File: config.mk
export PLATFORM = sky130hd
export DESIGN_NAME = bitstream_bcd_counter
export DESIGN_NICKNAME = d
export VERILOG_FILES = /design/src/rtl/bitstream_bcd_counter.sv
export SDC_FILE = /design/constraint.sdc
export NUM_CORES = 1
export LEC_CHECK = 0
export CORE_ASPECT_RATIO = 0.9
export CORE_MARGIN = 5
export CORE_UTILIZATION = 40
export CTS_CLUSTER_SIZE = 20
export DETAILED_ROUTE_END_ITERATION = 12
export PLACE_DENSITY = 0.56
export SETUP_SLACK_MARGIN = 0.15
export SYNTH_ARGS = -nofsm -noshare
export SYNTH_HDL_FRONTEND = slang
export SYNTH_SLANG_ARGS = --single-unit
export TNS_END_PERCENT = 5
File: constraint.sdc
create_clock -name clock -period 2.74 [get_ports clock]
set_input_delay 0.411 -clock clock [delete_from_list [all_inputs] [get_ports clock]]
set_output_delay 0.411 -clock clock [all_outputs]
set_load 0.02 [all_outputs]
File: src/rtl/bitstream_bcd_counter.sv
// Counts the 1s of a stochastic bitstream over WINDOW_LEN enabled cycles and
// converts each completed count to packed BCD with a sequential double-dabble engine.
module bitstream_bcd_counter #(
  parameter int WINDOW_LEN = 1000,
  parameter int COUNT_W    = $clog2(WINDOW_LEN + 1),
  parameter int DIGITS     = 4
) (
  input  logic                  clock,
  input  logic                  n_reset,
  input  logic                  enable,
  input  logic                  clear,
  input  logic                  bit_in,
  output logic [4*DIGITS-1:0]   digits,
  output logic                  digits_valid,
  output logic                  busy
);

  localparam int ITER_W = $clog2(COUNT_W + 1);
  localparam logic [COUNT_W-1:0] LAST_CYCLE = COUNT_W'(WINDOW_LEN - 1);
  localparam logic [ITER_W-1:0]  LAST_ITER  = ITER_W'(COUNT_W - 1);

  if (10**DIGITS <= WINDOW_LEN) begin : g_chk_digits
    $error("DIGITS too small to display WINDOW_LEN");
  end
  if (WINDOW_LEN < COUNT_W + 2) begin : g_chk_window
    $error("WINDOW_LEN must be at least COUNT_W+2");
  end

  typedef enum logic {S_IDLE, S_CONVERT} state_t;

  state_t                r_state, w_state_nxt;
  logic [COUNT_W-1:0]    r_cycle_cnt, r_ones_cnt, r_shift, w_shift_nxt;
  logic [4*DIGITS-1:0]   r_bcd, r_digits, w_bcd_adj, w_bcd_nxt;
  logic [ITER_W-1:0]     r_iter;
  logic                  r_digits_valid;
  logic                  w_window_end, w_last_iter;

  function automatic logic [4*DIGITS-1:0] f_add3(input logic [4*DIGITS-1:0] bcd);
    logic [4*DIGITS-1:0] res;
    res = bcd;
    for (int i = 0; i < DIGITS; i++) begin
      if (bcd[4*i +: 4] >= 4'd5) res[4*i +: 4] = bcd[4*i +: 4] + 4'd3;
    end
    return res;
  endfunction

  assign w_window_end = enable && (r_cycle_cnt == LAST_CYCLE);
  assign w_last_iter  = (r_state == S_CONVERT) && (r_iter == LAST_ITER);
  assign w_bcd_adj    = f_add3(r_bcd);
  assign {w_bcd_nxt, w_shift_nxt} = {w_bcd_adj, r_shift} << 1;

  // A window end can never land inside CONVERT, so the two branches never compete.
  always_comb begin
    w_state_nxt = r_state;
    if (clear)             w_state_nxt = S_IDLE;
    else if (w_window_end) w_state_nxt = S_CONVERT;
    else if (w_last_iter)  w_state_nxt = S_IDLE;
  end

  always_ff @(posedge clock or negedge n_reset) begin
    if (!n_reset) r_state <= S_IDLE;
    else          r_state <= w_state_nxt;
  end

  always_ff @(posedge clock or negedge n_reset) begin
    if (!n_reset) begin
      r_cycle_cnt <= '0;
      r_ones_cnt  <= '0;
    end else if (clear) begin
      r_cycle_cnt <= '0;
      r_ones_cnt  <= '0;
    end else if (enable) begin
      if (w_window_end) begin
        r_cycle_cnt <= '0;
        r_ones_cnt  <= '0;
      end else begin
        r_cycle_cnt <= r_cycle_cnt + 1'b1;
        r_ones_cnt  <= r_ones_cnt + COUNT_W'(bit_in);
      end
    end
  end

  always_ff @(posedge clock or negedge n_reset) begin
    if (!n_reset) begin
      r_iter         <= '0;
      r_digits       <= '0;
      r_digits_valid <= 1'b0;
    end else begin
      r_digits_valid <= 1'b0;
      if (!clear) begin
        if (w_window_end) begin
          r_iter <= '0;
        end else if (r_state == S_CONVERT) begin
          r_iter <= r_iter + 1'b1;
          if (w_last_iter) begin
            r_digits       <= w_bcd_nxt;
            r_digits_valid <= 1'b1;
          end
        end
      end
    end
  end

  // Conversion datapath: the snapshot is loaded straight into the low half of the shifter.
  always_ff @(posedge clock) begin
    if (!clear && w_window_end) begin
      r_shift <= r_ones_cnt + COUNT_W'(bit_in);
      r_bcd   <= '0;
    end else if (r_state == S_CONVERT) begin
      r_shift <= w_shift_nxt;
      r_bcd   <= w_bcd_nxt;
    end
  end

  assign digits       = r_digits;
  assign digits_valid = r_digits_valid;
  assign busy         = (r_state == S_CONVERT);

endmodule

==> results.yml <==
final_layout:
  layout-drive-gt1-share: 0.144
  fin_cells: 493
  layout.nets: 387
  diodes: 0
  utilization: 0.473
  fin_area_mm2: 0.00405
  area.growth.synth_to_final_pct: 15.6
worst_setup_path:
  required_ns: 2.84
  r2r_end: "r_shift[7]"
  rrSetupSlack_ns: 0.67
  startpoint_type: "flip-flop"
  path_max_fanout: 11
  worstSetupPathType: "reg2reg"
  cp-end-kind: "flip-flop"
  worstReg2RegStart: "r_cycle_cnt[0]"
  arrival_ns: 2.17
  rr_worst_depth: 5
drt:
  drt_iter0_drc: 77
  wl_per_cell_um: 14.2
  drc: 0
  dr.pass1.iters: 4
  routed_wl_mm: 6.99
  antenna_left: 0
  via_per_inst: 5.08
  via_count: 2505
hold_path:
  hp-class: "in2async"
floorplanning:
  core_area_mm2: 0.00857
  rows: 32
  die_x_um: 109
  dieHeight_um: 98.8
  die_area_mm2: 0.0107
  start_util: 0.409
  io_pins: 23
job:
  drv_cap: 0
sta:
  fin_setup_tns_ns: 0
  fin_crit_ns: 2.07
  skew_ns: 0.00789
  holdWs_ns: 0.235
  fin_ws_ns: 0.670
  hold_viol: 0
  worstMarginPinSlew_ns: 1.01
  fin_crit_sh: 0.755
  grt_setup_unrepaired: "no"
  slew_headroom: 0.326
  max_freq_mhz: 483
  setup_viol: 0
  drv_slew: 0
pwr:
  switchingPower_mw: 0.615
  p_int_mw: 1.73
  finalPower_mw: 2.34
  p_leak_nw: 1.66
  seq_power_share: 0.482
  power_density_mw_per_mm2: 578
  ir_drop_mv: 0.286
  clock_power_share: 0.400
  combPwrFrac: 0.118
  p_sw_frac: 0.263
clocking:
  postCtsResizedCells: 0
  numClockSinks: 68
  clock_path_buffers: 2
  cts_hold_buf: 0
  cts_tree: "yes"
  ctsHtreeMaxLevel: 3
  worstSkewPairLatency_ns: 0.35
  cts_buffers: 9
  post_cts_buffers: 0
  root_buffer: "clkbuf_8"
  clk_pin_slew_ns: 0.08
synthesis:
  syn_area_per_cell_um2: 10.2
  synth_edf_count: 10
  synthCells: 343
  synth-async-reset-ratio: 0.618
  yosysWarnings: 0
  netlist_area_mm2: 0.00351
  synth_cell_types: 42
  syn_nets: 361
  synth-seq-cells: 68
  synthFlopType: "dfrtp_1"
  ys_seq_area_frac: 0.477
place:
  dp.cells: 477
  io_buffers: 22
  dpl.hpwl_mm: 4.62
  dpl_worst_slack_ns: 0.426
  placed_area_mm2: 0.00383
  gp_congestion: 0.725
global_routing:
  grt_max_degree: 43
  grt_pass1_vias: 2401
  grt_pass1_wl_mm: 11.8
  grt_util_all_layers: 0.139
  grt.overflow.total: 0
  antenna_found_initial: 0
status:
  status: "completed"
## power groups by stage
stage | registers [mW] | clock network, mW | logic [mW]
global placement | 1.15 | 0 | 0.273
detailed placement | 1.15 | 0 | 0.278
finish | 1.13 | 0.938 | 0.276
global route | 1.14 | 1.01 | 0.318
CTS | 1.13 | 0.965 | 0.280
floorplan | 1.14 | 0 | 0.195
## how the worst max path moves through the flow
stage	startpoint	endpoint	slack (ns)	cells after the start
2_1_floorplan	r_cycle_cnt[0]	r_shift[0]	0.48	4
3_3_place_gp	bit_in	r_shift[6]	0.45	7
3_5_place_dp	enable	r_shift[6]	0.43	5
4_1_cts	r_cycle_cnt[0]	r_shift[7]	0.66	5
5_1_grt	r_cycle_cnt[0]	r_shift[7]	0.57	5
6_report	r_cycle_cnt[0]	r_shift[7]	0.67	5
## cell usage in the layout (no fill, tap or decap), types with 2 or more instances in the layout
| cell type | n |
|---|---|
| mux2_2 | 11 |
| nor3b_1 | 4 |
| nor3_1 | 3 |
| nand4_1 | 4 |
| clkbuf_8 | 10 |
| dfrtp_1 | 42 |
| o2111ai_1 | 2 |
| mux2i_1 | 7 |
| a31o_2 | 3 |
| bufinv_16 | 2 |
| nand3_1 | 15 |
| o22ai_1 | 4 |
| clkdlybuf4s50_1 | 21 |
| a211oi_1 | 3 |
| edfxtp_1 | 10 |
| nor2_1 | 25 |
| nand2b_1 | 8 |
| clkinv_2 | 2 |
| o21ai_0 | 18 |
| xnor2_1 | 13 |
| nand2_1 | 26 |
| ha_1 | 13 |
| or3_1 | 15 |
| a31oi_1 | 9 |
| and2_1 | 5 |
| a21oi_1 | 33 |
| dfxtp_1 | 16 |
| inv_1 | 16 |
| mux2_4 | 6 |
| buf_4 | 9 |
| xor2_1 | 5 |
## cells by family after synthesis
family,after synthesis,synth area share
AO/OA/AOI/OAI,75,0.128
XOR/XNOR,18,0.0450
adder cells (fa/ha/maj),13,0.0464
buffers and inverters,32,0.0482
flip-flops,68,0.477
multiplexers,24,0.0810
AND/OR/NAND/NOR,113,0.174
## Yosys cell counts, types with 2 or more instances
library cell / n / share of area
a211oi_1: 3 / 0.0064
a21oi_1: 33 / 0.047
a31o_2: 3 / 0.0075
a31oi_1: 9 / 0.016
and2_1: 5 / 0.0089
buf_2: 3 / 0.0043
buf_6: 4 / 0.013
clkbuf_1: 7 / 0.0075
dfrtp_1: 42 / 0.30
dfxtp_1: 16 / 0.091
edfxtp_1: 10 / 0.086
ha_1: 13 / 0.046
inv_1: 16 / 0.017
mux2_2: 11 / 0.035
mux2_4: 6 / 0.026
mux2i_1: 7 / 0.020
nand2_1: 26 / 0.028
nand2b_1: 8 / 0.014
nand3_1: 15 / 0.021
nand4_1: 4 / 0.0071
nor2_1: 25 / 0.027
nor3_1: 3 / 0.0043
nor3b_1: 4 / 0.0086
o2111ai_1: 2 / 0.0050
o21ai_0: 18 / 0.026
o22ai_1: 4 / 0.0071
or3_1: 15 / 0.027
xnor2_1: 13 / 0.032
xor2_1: 5 / 0.012
## layout make-up
type,count,area [um^2]
Multi-Input combinational cell,243,1670
Clock inverter,6,86.3
Tap cell,119,149
Fill cell,838,4510
Clock buffer,10,138
Inverter,16,60.1
Timing Repair Buffer,31,283
Sequential cell,68,1670
## per-layer routing
metal	track usage	routed length (um)	share of wire	vias to the layer above
li1	-	-	-	1270
met1	0.190	3560	0.51	1193
met2	0.214	3140	0.45	30
met3	0.0445	205	0.029	12
met4	0.0350	77	0.011	0
met5	0	0	0	-
## critical path, cell delays in order (launching register included)
cell and delay, ns:
dfrtp_1 0.40, ha_1 0.20, and4bb_2 0.32, nand3_2 0.26, nor2_8 0.28, mux2_2 0.36
## flip-flops by register name, summed over array words and instances, names as in the netlist
name	flops
busy	1
r_shift	10
digits_valid	1
r_cycle_cnt	10
r_ones_cnt	10
r_bcd	16
r_iter	4
digits	16
Note: power is estimated with default switching activity, not from simulation.
